**config.mk**
```make
export PLATFORM = sky130hd
export DESIGN_NAME = mem_access_stage_flat
export DESIGN_NICKNAME = d
export VERILOG_FILES = /design/src/rtl/core_pkg.sv /design/src/rtl/dmem_if.sv /design/src/rtl/mem_access_stage_lsu_align.sv /design/src/rtl/mem_access_stage.sv /design/src/flat_wrapper.sv
export SDC_FILE = /design/constraint.sdc
export NUM_CORES = 1
export LEC_CHECK = 0
export BUFFER_PORTS_ARGS = -buffer_cell sky130_fd_sc_hd__buf_2
export CAP_MARGIN = 20
export CORE_ASPECT_RATIO = 0.8
export CORE_MARGIN = 2
export CORE_UTILIZATION = 25
export CTS_CLUSTER_DIAMETER = 120
export DETAILED_ROUTE_END_ITERATION = 16
export PLACE_DENSITY = 0.62
export SLEW_MARGIN = 30
export SYNTH_ARGS = -nofsm -noshare
export SYNTH_HDL_FRONTEND = slang
export SYNTH_SLANG_ARGS = --single-unit
```
**constraint.sdc**
```tcl
create_clock -name cpu_clk -period 3.15 [get_ports cpu_clk]
set_input_delay 0.315 -clock cpu_clk [delete_from_list [all_inputs] [get_ports cpu_clk]]
set_output_delay 0.315 -clock cpu_clk [all_outputs]
set_load 0.03 [all_outputs]
```
**src/rtl/core_pkg.sv**
```systemverilog
// Shared encodings for the core pipeline: result-select codes, load/store size
// codes and the MEM-stage access FSM states.
package core_pkg;

    localparam logic [1:0] RES_ALU = 2'b00;
    localparam logic [1:0] RES_MEM = 2'b01;
    localparam logic [1:0] RES_PC4 = 2'b10;

    localparam logic [2:0] F3_B  = 3'b000;
    localparam logic [2:0] F3_H  = 3'b001;
    localparam logic [2:0] F3_W  = 3'b010;
    localparam logic [2:0] F3_BU = 3'b100;
    localparam logic [2:0] F3_HU = 3'b101;

    localparam int CNT_W = 8;

    typedef enum logic [1:0] {
        IDLE,
        WAIT_R,
        ERR
    } state_t;

endpackage

```
**src/rtl/dmem_if.sv**
```systemverilog
// Data-memory bus: single outstanding request, req/gnt handshake, rvalid return.
interface dmem_if #(
    parameter int DATA_WIDTH = 32
);
    logic                  req;
    logic                  we;
    logic [DATA_WIDTH-1:0] addr;
    logic [3:0]            be;
    logic [DATA_WIDTH-1:0] wdata;
    logic                  gnt;
    logic                  rvalid;
    logic [DATA_WIDTH-1:0] rdata;

    modport master (output req, we, addr, be, wdata, input gnt, rvalid, rdata);
    modport slave  (input req, we, addr, be, wdata, output gnt, rvalid, rdata);
endinterface

```
**src/rtl/mem_access_stage_lsu_align.sv**
```systemverilog
// Byte-lane logic: store enables/replicated data, load extraction and
// extension, and alignment checking. Purely combinational.
module lsu_align
    import core_pkg::*;
(
    input  logic [31:0] addr_i,
    input  logic [2:0]  funct3_i,
    input  logic        is_store_i,
    input  logic [31:0] wdata_i,
    input  logic [31:0] rdata_i,
    output logic [3:0]  be_o,
    output logic [31:0] wdata_o,
    output logic [31:0] rdata_o,
    output logic        misalign_o
);
    logic [1:0]  off;
    logic [7:0]  byte_sel;
    logic [15:0] half_sel;

    assign off      = addr_i[1:0];
    assign byte_sel = rdata_i[{off, 3'b000} +: 8];
    assign half_sel = off[1] ? rdata_i[31:16] : rdata_i[15:0];

    always_comb begin
        be_o       = 4'b1111;
        wdata_o    = wdata_i;
        rdata_o    = rdata_i;
        misalign_o = (off != 2'b00);
        // Unlisted funct3 codes fall through as full-word accesses.
        if (is_store_i) begin
            case (funct3_i)
                F3_B: begin
                    be_o       = 4'b0001 << off;
                    wdata_o    = {4{wdata_i[7:0]}};
                    misalign_o = 1'b0;
                end
                F3_H: begin
                    be_o       = off[1] ? 4'b1100 : 4'b0011;
                    wdata_o    = {2{wdata_i[15:0]}};
                    misalign_o = off[0];
                end
                default: ;
            endcase
        end else begin
            case (funct3_i)
                F3_B:  begin rdata_o = {{24{byte_sel[7]}}, byte_sel};  misalign_o = 1'b0;   end
                F3_BU: begin rdata_o = {24'h0, byte_sel};              misalign_o = 1'b0;   end
                F3_H:  begin rdata_o = {{16{half_sel[15]}}, half_sel}; misalign_o = off[0]; end
                F3_HU: begin rdata_o = {16'h0, half_sel};              misalign_o = off[0]; end
                default: ;
            endcase
        end
    end
endmodule

```
**src/rtl/mem_access_stage.sv**
```systemverilog
// MEM stage: issues loads/stores on the data bus, stalls upstream while an
// access is outstanding, and registers the MEM/WB pipeline stage.
module mem_access_stage
    import core_pkg::*;
#(
    parameter int INST_WIDTH          = 32,
    parameter int INST_ADDR_WIDTH     = 32,
    parameter int DATA_WIDTH          = 32,
    parameter int REGISTER_ADDR_WIDTH = 5,
    parameter int TIMEOUT_CYCLES      = 255
) (
    input  logic                           cpu_clk,
    input  logic                           cpu_rst_n,
    input  logic [INST_WIDTH-1:0]          INST_EX_MEM_i,
    input  logic                           reg_write_EX_MEM_i,
    input  logic                           mem_write_EX_MEM_i,
    input  logic [1:0]                     result_sel_EX_MEM_i,
    input  logic [DATA_WIDTH-1:0]          alu_res_EX_MEM_i,
    input  logic [REGISTER_ADDR_WIDTH-1:0] rd_EX_MEM_i,
    input  logic [DATA_WIDTH-1:0]          write_data_EX_MEM_i,
    input  logic [INST_ADDR_WIDTH-1:0]     PC_plus_4_EX_MEM_i,
    input  logic [2:0]                     funct3_EX_MEM_i,
    dmem_if.master                         dmem,
    output logic                           mem_stall_o,
    output logic [INST_WIDTH-1:0]          INST_MEM_WB_o,
    output logic                           reg_write_MEM_WB_o,
    output logic [1:0]                     result_sel_MEM_WB_o,
    output logic [DATA_WIDTH-1:0]          alu_res_MEM_WB_o,
    output logic [REGISTER_ADDR_WIDTH-1:0] rd_MEM_WB_o,
    output logic [INST_ADDR_WIDTH-1:0]     PC_plus_4_MEM_WB_o,
    output logic [DATA_WIDTH-1:0]          read_data_MEM_WB_o,
    output logic                           misalign_o,
    output logic                           bus_err_o
);
    localparam logic [CNT_W-1:0] CNT_LAST = CNT_W'(TIMEOUT_CYCLES - 1);

    state_t                       state_q, state_d;
    logic [CNT_W-1:0]             cnt_q, cnt_d;
    logic                         bus_err_q, bus_err_d;
    logic                         misalign_q, misalign_d;
    logic [INST_WIDTH-1:0]        inst_q, inst_d;
    logic                         reg_write_q, reg_write_d;
    logic [1:0]                   result_sel_q, result_sel_d;
    logic [DATA_WIDTH-1:0]        alu_res_q, alu_res_d;
    logic [REGISTER_ADDR_WIDTH-1:0] rd_q, rd_d;
    logic [INST_ADDR_WIDTH-1:0]   pc4_q, pc4_d;
    logic [DATA_WIDTH-1:0]        read_data_q, read_data_d;

    logic        is_store, acc, mis, req_c, stall_c, retire, ld_done;
    logic [3:0]  be;
    logic [31:0] wdata_lane, ld_ext;

    assign is_store = mem_write_EX_MEM_i;
    assign acc      = is_store | (result_sel_EX_MEM_i == RES_MEM);

    lsu_align u_align (
        .addr_i     (alu_res_EX_MEM_i),
        .funct3_i   (funct3_EX_MEM_i),
        .is_store_i (is_store),
        .wdata_i    (write_data_EX_MEM_i),
        .rdata_i    (dmem.rdata),
        .be_o       (be),
        .wdata_o    (wdata_lane),
        .rdata_o    (ld_ext),
        .misalign_o (mis)
    );

    always_comb begin
        state_d    = state_q;
        cnt_d      = cnt_q;
        bus_err_d  = bus_err_q;
        misalign_d = 1'b0;
        req_c      = 1'b0;
        stall_c    = 1'b0;
        retire     = 1'b0;
        ld_done    = 1'b0;
        case (state_q)
            IDLE: begin
                if (acc && !mis) begin
                    req_c = 1'b1;
                    if (dmem.gnt) begin
                        cnt_d = '0;
                        if (is_store) begin
                            retire = 1'b1;
                        end else begin
                            state_d = WAIT_R;
                            stall_c = 1'b1;
                        end
                    end else begin
                        stall_c = 1'b1;
                        if (cnt_q == CNT_LAST) state_d = ERR;
                        else                   cnt_d   = cnt_q + 1'b1;
                    end
                end else if (acc) begin
                    misalign_d = 1'b1;
                end else begin
                    retire = 1'b1;
                end
            end
            WAIT_R: begin
                if (dmem.rvalid) begin
                    retire  = 1'b1;
                    ld_done = 1'b1;
                    state_d = IDLE;
                    cnt_d   = '0;
                end else begin
                    stall_c = 1'b1;
                    if (cnt_q == CNT_LAST) state_d = ERR;
                    else                   cnt_d   = cnt_q + 1'b1;
                end
            end
            ERR: begin
                // Faulting instruction leaves as a bubble; upstream advances now.
                state_d = IDLE;
                cnt_d   = '0;
            end
            default: state_d = IDLE;
        endcase
        if (state_d == ERR) bus_err_d = 1'b1;

        inst_d       = '0;
        reg_write_d  = 1'b0;
        result_sel_d = '0;
        alu_res_d    = '0;
        rd_d         = '0;
        pc4_d        = '0;
        read_data_d  = '0;
        if (retire) begin
            inst_d       = INST_EX_MEM_i;
            reg_write_d  = reg_write_EX_MEM_i;
            result_sel_d = result_sel_EX_MEM_i;
            alu_res_d    = alu_res_EX_MEM_i;
            rd_d         = rd_EX_MEM_i;
            pc4_d        = PC_plus_4_EX_MEM_i;
            read_data_d  = ld_done ? ld_ext : '0;
        end
    end

    always_ff @(posedge cpu_clk or negedge cpu_rst_n) begin
        if (!cpu_rst_n) begin
            state_q      <= IDLE;
            cnt_q        <= '0;
            bus_err_q    <= 1'b0;
            misalign_q   <= 1'b0;
            inst_q       <= '0;
            reg_write_q  <= 1'b0;
            result_sel_q <= '0;
            alu_res_q    <= '0;
            rd_q         <= '0;
            pc4_q        <= '0;
            read_data_q  <= '0;
        end else begin
            state_q      <= state_d;
            cnt_q        <= cnt_d;
            bus_err_q    <= bus_err_d;
            misalign_q   <= misalign_d;
            inst_q       <= inst_d;
            reg_write_q  <= reg_write_d;
            result_sel_q <= result_sel_d;
            alu_res_q    <= alu_res_d;
            rd_q         <= rd_d;
            pc4_q        <= pc4_d;
            read_data_q  <= read_data_d;
        end
    end

    // Request and stall are combinational, so gate them with reset directly.
    assign dmem.req    = req_c & cpu_rst_n;
    assign mem_stall_o = stall_c & cpu_rst_n;
    assign dmem.we     = is_store;
    assign dmem.addr   = {alu_res_EX_MEM_i[DATA_WIDTH-1:2], 2'b00};
    assign dmem.be     = be;
    assign dmem.wdata  = wdata_lane;

    assign INST_MEM_WB_o       = inst_q;
    assign reg_write_MEM_WB_o  = reg_write_q;
    assign result_sel_MEM_WB_o = result_sel_q;
    assign alu_res_MEM_WB_o    = alu_res_q;
    assign rd_MEM_WB_o         = rd_q;
    assign PC_plus_4_MEM_WB_o  = pc4_q;
    assign read_data_MEM_WB_o  = read_data_q;
    assign misalign_o          = misalign_q;
    assign bus_err_o           = bus_err_q;
endmodule

```
**src/flat_wrapper.sv**
```systemverilog
// flat-port wrapper written by rule: the top's interface ports become plain ports
module mem_access_stage_flat import core_pkg::*;
#(
    parameter int INST_WIDTH          = 32,
    parameter int INST_ADDR_WIDTH     = 32,
    parameter int DATA_WIDTH          = 32,
    parameter int REGISTER_ADDR_WIDTH = 5,
    parameter int TIMEOUT_CYCLES      = 255
)
  (cpu_clk, cpu_rst_n, INST_EX_MEM_i, reg_write_EX_MEM_i, mem_write_EX_MEM_i, result_sel_EX_MEM_i, alu_res_EX_MEM_i, rd_EX_MEM_i, write_data_EX_MEM_i, PC_plus_4_EX_MEM_i, funct3_EX_MEM_i, mem_stall_o, INST_MEM_WB_o, reg_write_MEM_WB_o, result_sel_MEM_WB_o, alu_res_MEM_WB_o, rd_MEM_WB_o, PC_plus_4_MEM_WB_o, read_data_MEM_WB_o, misalign_o, bus_err_o, dmem_req, dmem_we, dmem_addr, dmem_be, dmem_wdata, dmem_gnt, dmem_rvalid, dmem_rdata);
  dmem_if #(.DATA_WIDTH(DATA_WIDTH)) dmem_i ();
  input  logic cpu_clk;
  input  logic cpu_rst_n;
  input  logic [INST_WIDTH-1:0] INST_EX_MEM_i;
  input  logic reg_write_EX_MEM_i;
  input  logic mem_write_EX_MEM_i;
  input  logic [1:0] result_sel_EX_MEM_i;
  input  logic [DATA_WIDTH-1:0] alu_res_EX_MEM_i;
  input  logic [REGISTER_ADDR_WIDTH-1:0] rd_EX_MEM_i;
  input  logic [DATA_WIDTH-1:0] write_data_EX_MEM_i;
  input  logic [INST_ADDR_WIDTH-1:0] PC_plus_4_EX_MEM_i;
  input  logic [2:0] funct3_EX_MEM_i;
  output logic mem_stall_o;
  output logic [INST_WIDTH-1:0] INST_MEM_WB_o;
  output logic reg_write_MEM_WB_o;
  output logic [1:0] result_sel_MEM_WB_o;
  output logic [DATA_WIDTH-1:0] alu_res_MEM_WB_o;
  output logic [REGISTER_ADDR_WIDTH-1:0] rd_MEM_WB_o;
  output logic [INST_ADDR_WIDTH-1:0] PC_plus_4_MEM_WB_o;
  output logic [DATA_WIDTH-1:0] read_data_MEM_WB_o;
  output logic misalign_o;
  output logic bus_err_o;
  output wire logic [$bits(dmem_i.req)-1:0] dmem_req;
  output wire logic [$bits(dmem_i.we)-1:0] dmem_we;
  output wire logic [$bits(dmem_i.addr)-1:0] dmem_addr;
  output wire logic [$bits(dmem_i.be)-1:0] dmem_be;
  output wire logic [$bits(dmem_i.wdata)-1:0] dmem_wdata;
  input wire logic [$bits(dmem_i.gnt)-1:0] dmem_gnt;
  input wire logic [$bits(dmem_i.rvalid)-1:0] dmem_rvalid;
  input wire logic [$bits(dmem_i.rdata)-1:0] dmem_rdata;
  assign dmem_req = dmem_i.req;
  assign dmem_we = dmem_i.we;
  assign dmem_addr = dmem_i.addr;
  assign dmem_be = dmem_i.be;
  assign dmem_wdata = dmem_i.wdata;
  assign dmem_i.gnt = dmem_gnt;
  assign dmem_i.rvalid = dmem_rvalid;
  assign dmem_i.rdata = dmem_rdata;
  mem_access_stage #(.INST_WIDTH(INST_WIDTH), .INST_ADDR_WIDTH(INST_ADDR_WIDTH), .DATA_WIDTH(DATA_WIDTH), .REGISTER_ADDR_WIDTH(REGISTER_ADDR_WIDTH), .TIMEOUT_CYCLES(TIMEOUT_CYCLES)) u_core (.cpu_clk(cpu_clk), .cpu_rst_n(cpu_rst_n), .INST_EX_MEM_i(INST_EX_MEM_i), .reg_write_EX_MEM_i(reg_write_EX_MEM_i), .mem_write_EX_MEM_i(mem_write_EX_MEM_i), .result_sel_EX_MEM_i(result_sel_EX_MEM_i), .alu_res_EX_MEM_i(alu_res_EX_MEM_i), .rd_EX_MEM_i(rd_EX_MEM_i), .write_data_EX_MEM_i(write_data_EX_MEM_i), .PC_plus_4_EX_MEM_i(PC_plus_4_EX_MEM_i), .funct3_EX_MEM_i(funct3_EX_MEM_i), .dmem(dmem_i), .mem_stall_o(mem_stall_o), .INST_MEM_WB_o(INST_MEM_WB_o), .reg_write_MEM_WB_o(reg_write_MEM_WB_o), .result_sel_MEM_WB_o(result_sel_MEM_WB_o), .alu_res_MEM_WB_o(alu_res_MEM_WB_o), .rd_MEM_WB_o(rd_MEM_WB_o), .PC_plus_4_MEM_WB_o(PC_plus_4_MEM_WB_o), .read_data_MEM_WB_o(read_data_MEM_WB_o), .misalign_o(misalign_o), .bus_err_o(bus_err_o));
endmodule
```
### Word-level counts from Yosys, hierarchy flattened

Cells that the tools add are included.

* bits in registers: 148
* output and inout port bits: 209
* bits of input ports: 176

* multiplexer cells: 47
* equal/unequal tests: 9
* bitwise gates (word level): 3
* add/subtract/negate cells: 1
* shift-type cells: 2
* reduce and logical (&&, ||, !) cells: 9

Operators with widths (number)
* $mux 32: 7
* $pmux 32 s4: 1
* $pmux 32 s2: 1
* $mux 8: 4
* $shiftx 32x6->8: 1
* $pmux 8 s3: 1
* $mux 1: 17
* $mux 16: 1
* $mux 2: 6
* $add 8x1->8 const B: 1
* $eq 8x8->1 const B: 1
* $mux 4: 2
* $pmux 1 s2: 4
* $pmux 4 s2: 1
* $eq 3x3->1 const B: 2
* $mux 5: 1
* $eq 2x1->1 const B: 2
* $eq 2x2->1 const B: 2
* $pmux 2 s2: 1
* $reduce_or 2->1: 2
* $shl 1x2->4 const A: 1
* $eq 3x1->1 const B: 1
* $logic_not 3->1: 1
* $reduce_bool 3->1: 1
* 8 further kinds: 9

### Longest topological paths before layout

* word-level depth: 9
* mapped depth: 8
* gate-level depth less buffers: 7

### Cells and area by module

Synthesis repeated with hierarchy kept, for this count alone.

* cells, all modules: 609
* area, all modules: 6686.4 sq um

By module, submodules not included
* mem_access_stage: seq. area each 3703.6 sq um, times used 1, area each 5490.3 sq um, cells each 421
* lsu_align: seq. area each 0.0 sq um, times used 1, area each 1196.1 sq um, cells each 188

### Least setup slack after synthesis

No wires, ideal clock.

* kind: input to output
* from: in funct3_EX_MEM_i[2]
* to: out dmem_wdata[24]
* arrival: 1663 ps
* stages: 6
* data required time: 2835 ps
* setup slack: 1172 ps
* path through: nor2_1 > and2_1 > buf_2 > buf_2 > nor2_1 > a21oi_1

* longest elaborated chain between the ends: 3
* elaborated cells between the ends (all ways): 4
* those cells by class: eq/ne (1); mux (2); reduce/logical (1)

Ends and longest elaborated chain
* start, declared: line flat_wrapper.sv:22 `input logic [2:0] funct3_EX_MEM_i;`
* $eq 3x1->1 / $logic_not 3->1 (equally long branches): line mem_access_stage_lsu_align.sv:31 `case (funct3_i)`
* $pmux 32 s2 (*): line mem_access_stage_lsu_align.sv:31
* $mux 32 (*): line mem_access_stage_lsu_align.sv:30 `if (is_store_i) begin`
* end, declared: line flat_wrapper.sv:37 `output wire logic [$bits(dmem_i.wdata)-1:0] dmem_wdata;`

Mark *: on every way between the ends. The rest lies on a longest branch, timed or not.

### Worst setup path after layout

* from: in funct3_EX_MEM_i[1]
* to: out dmem_wdata[26]

Same word-level chain as after synthesis.

==> results.txt <==
- The compound-gate portion of the synthesized area came to 0.0809.
- Endpoint of the worst register-to-register path: u_core.INST_MEM_WB_o[28]
* Initial antenna violation count: 3
- After routing, the total negative slack on setup checks comes to 0 ns.
- Sequential fraction of the synthesis area: 0.584
* Wire length of the first global-routing pass: 29,000 µm
- After detailed routing, the number of vias per cell comes to 4.21.
- Number of nets in the layout: 1,093
- After detailed placement, the total cell area comes to 8270 µm².
- Summed over all nets, wire length on met2 after detailed routing comes to 8780 µm.
- Setup repair after global routing left no endpoint under its margin.
* Fraction of power consumed by sequential logic: 0.365
- Worst r2r path cells: 6
- Of the total synthesized cell area, the portion taken by XOR and XNOR cells is 0.
* Min-delay worst type: in2reg
- Kind of end point of the critical path: output port
* Floorplan die height: 146 µm
- Data arrives at the worst endpoint at 2.06 ns.
* # H-tree levels: 4
- The synthesized design spends more area on one cell type than any other, namely dfrtp_1.
* Number of enable-type register cells in the synthesized netlist: 0
- The congestion estimate from routability-driven global placement came to 0.810.
- The slowest stage of the critical path belongs to the cell and2_1.
- The worst path in the final design needs a cycle of 2.37 ns, including I/O delays and setup.
* DIE AREA: 26,700 µm²
- Synthesis Warnings: 0
* Io pins: 385
- Total setup violations reported at the end of the flow: 0
- Most numerous cell in the Yosys netlist: dfrtp_1
- The flow ran to the end, and the final reports show no timing, DRC or antenna violations.
* Highest metal layer with signal wires: met5
- Compared with the post-synthesis result, the final layout area differs by 39.7%.
- After detailed placement, the design holds a cell count of 1,216.
* Vias: 5,271
- After clock tree synthesis, the clock-pin slew on the worst setup and hold paths is 0.07 ns.
* Worst-Skew Late Latency: 0.42 ns
- Number of maximum-capacitance violations: 0
- Clock tree synthesis found a total of 148 sinks.
- Net switching fraction of the power: 0.382
- Starting density of the core: 0.253
* Synth Instances: 574
- The count of buffers added on input and output ports is 382.
* Min-Delay Path Depth: 2
- The total overflow left after global routing is 0.
- Tightest slew margin relative to the limit: 0.500
- The worst-case IR drop observed on VDD is 0.370 mV.
- TritonCTS built the clock tree.
- The multi-input combinational cells in the finished layout cover a total of 2150 µm².
- Detailed routing placed a total of 1710 µm of wire on met3.
- DRC errors left: 0
* Adder and majority gate portion of the synthesized area: 0.00986
* Post-Layout Inst Area: 8860 µm²
- The number of global-route vias before repair is 5,283.
- Part of the total power dissipated in combinational logic: 0.328
* Part of the cycle the worst path needs: 0.753
- Transition at the pin with the smallest max-transition slack: 0.750 ns
- Mean post-synth cell area: 11.1 µm²
* Number of distinct standard cells referenced by the synthesized netlist: 43
* Largest stage delay on the critical path: 0.68 ns
* Cell area after synthesis: 6340 µm²
- Highest achievable clock rate: 422 MHz
- For this run, the total global-route usage over all layers was measured as 0.141.
* Synth area leaders: dfrtp_1 58%, and2_1 11%, buf_4 5.2%
* Hold violation count in the final report: 0
* Width of the die: 182 µm
- Fill cell count: 2,569
- In the synthesized netlist the dominant register cell turns out to be dfrtp_1.
- Fraction of post-synthesis cell area in the top cell type by area: 0.584
- The max-slew violation count was 0.
* CP startpoint kind: input port
- Path type of the worst setup path: in2out
- Summed over all nets, the switching power comes to 2.49 mW.
* Max Root-Sink Buffers: 2
- Number of register bits inferred by synthesis: 148
* Worst reg-to-reg setup slack: 0.87 ns
* Critical path data required time: 2.83 ns
* Most numerous cell types in the synthesized netlist: 148 x dfrtp_1, 107 x and2_1, 49 x nand2_1
- Once layout is complete, the cells apart from fillers number 1,251.
- Mux share of post-synthesis cell area: 0.0611
- For this block, wires on met1 add up to 8250 µm.
- The count of nets left with antenna violations once routing finished came out at 0.
- Of the total synthesized cell area, the portion taken by AND, OR, NAND and NOR gates is 0.185.
- Final Core Density: 0.353
- The worst hold path terminates at u_core.PC_plus_4_MEM_WB_o[1].
- Internal power comes to 4.03 mW.
- In this run, the number of DRC markers left after iteration 0 of detailed routing was 163.
- Source of the worst register-to-register timing path: u_core.state_q[1]
- By area, the combinational part of the netlist is dominated by simple AND/OR/NAND/NOR gates.
* Wire length reported by the detailed router: 19,000 µm
- Counting flops with an async set or reset pin after synthesis yields a share of 1.00.
- Cell leakage power: 4.81 nW
- The tree is rooted in a clkbuf_16.
- The initialized floorplan defines 52 standard-cell rows.
* Startpoint of the tightest hold check path: PC_plus_4_EX_MEM_i[1]
- In the final layout, flip-flops and latches occupy 3700 µm².
* Layout cells sized above 1: 0.490
- Pin count of the biggest net entering global routing: 80
- For this run, the detailed router's first-pass iteration total came to 4.
* Post-DP HPWL: 14,300 µm
* Core Region: 25,100 µm²
- The number of clock buffers added by TritonCTS is 17.
- In this run the power density over the cells is 735 nW/µm².
- Crit path max fanout: 19
- Dividing the detail-routed wire length by the instance count gives 15.2 µm.
- The share of total power dissipated in the clock network is 0.307.
- Traced cell by cell, the critical path runs through buf_2 -> nor2_1 -> and2_1 -> buf_4 -> nor2_1 -> a21oi_1 -> buf_2.
- Fin Clk Skew: 0.0114 ns
[worst max path at each step]
stage	startpoint	endpoint	slack, ns	cells past startpoint
finish	funct3_EX_MEM_i[1]	dmem_wdata[26]	0.78	7
global route	u_core.state_q[1]	u_core.INST_MEM_WB_o[28]	0.61	6
CTS	funct3_EX_MEM_i[1]	dmem_wdata[26]	0.81	7
detailed placement	funct3_EX_MEM_i[1]	dmem_wdata[26]	0.80	7
global placement	funct3_EX_MEM_i[1]	dmem_wdata[31]	0.87	7
floorplan	funct3_EX_MEM_i[2]	dmem_wdata[24]	1.17	6
[flip-flops by register name, summed over array words and instances, names as in the netlist, 2 cells and up]
register / flops
u_core.alu_res_MEM_WB_o: 32
u_core.rd_MEM_WB_o: 5
u_core.INST_MEM_WB_o: 32
u_core.cnt_q: 8
u_core.state_q: 2
u_core.read_data_MEM_WB_o: 32
u_core.PC_plus_4_MEM_WB_o: 32
u_core.result_sel_MEM_WB_o: 2
[repair_timing]
item,CTS,global route
hold buffers,1,0
setup buffers,0,0
hold endpoints to repair,69,0
setup endpoints to repair,0,0
resized for setup,0,0
[placed cells by master (no fill, tap or decap), types with 3 or more instances in the layout]
master      count
a21oi_1        40
a31oi_1         6
and2_1        107
and3_1          6
buf_2         381
buf_4           4
clkbuf_16      17
clkinv_4        4
clkinvlp_4      3
dfrtp_1       148
ha_1            5
inv_1           6
inv_6           5
mux2_2         24
mux2i_1         8
nand2_1        49
nand3_1         5
nor2_1         34
nor2b_1         5
nor3_1          7
o21ai_0        24
o221ai_1        3
[power groups by stage]
stage	combinational [mW]	sequential (mW)	clock, mW
3_5_place_dp	2.16	2.42	0
6_report	2.14	2.38	2.00
4_1_cts	2.16	2.38	2.08
3_3_place_gp	2.15	2.41	0
5_1_grt	2.28	2.42	2.16
2_1_floorplan	0.671	3.19	0
[per-layer routing]
layer | track usage | vias to the layer above
met5 | 0 | -
met4 | 0.0407 | 2
met3 | 0.0531 | 20
met2 | 0.221 | 254
met1 | 0.181 | 2477
li1 | - | 2518
[worst max-delay path: cells and delay by family]
kind | cells | cell delay, ns
AO/OA/AOI/OAI | 1 | 0.11
buffers and inverters | 3 | 0.62
AND/OR/NAND/NOR | 3 | 1.01
[kinds of logic after synthesis]
logic type      Yosys count
simple gates            222
fa+ha+maj                 5
compound gates           87
other cells               1
mux                      34
buf+inv                  77
flops                   148
[area by class of cell]
cell class | instances | area share
Clock buffer | 18 | 0.0495
Sequential cell | 148 | 0.418
Timing Repair Buffer | 389 | 0.225
Inverter | 6 | 0.00254
Tap cell | 324 | 0.0457
Clock inverter | 14 | 0.0161
Multi-Input combinational cell | 350 | 0.242
Antenna cell | 2 | 0.000565
[per-stage QoR]
stage | hold WS, ns | total power, mW | setup WS [ns]
after global placement | 0.368 | 4.57 | 0.870
final | 0.0969 | 6.52 | 0.779
after CTS | 0.0649 | 6.63 | 0.806
after global routing | 0.0724 | 6.87 | 0.614
after floorplan | 0.0194 | 3.86 | 1.17
after detailed placement | 0.373 | 4.57 | 0.797
(Power assumes the default switching activity.)
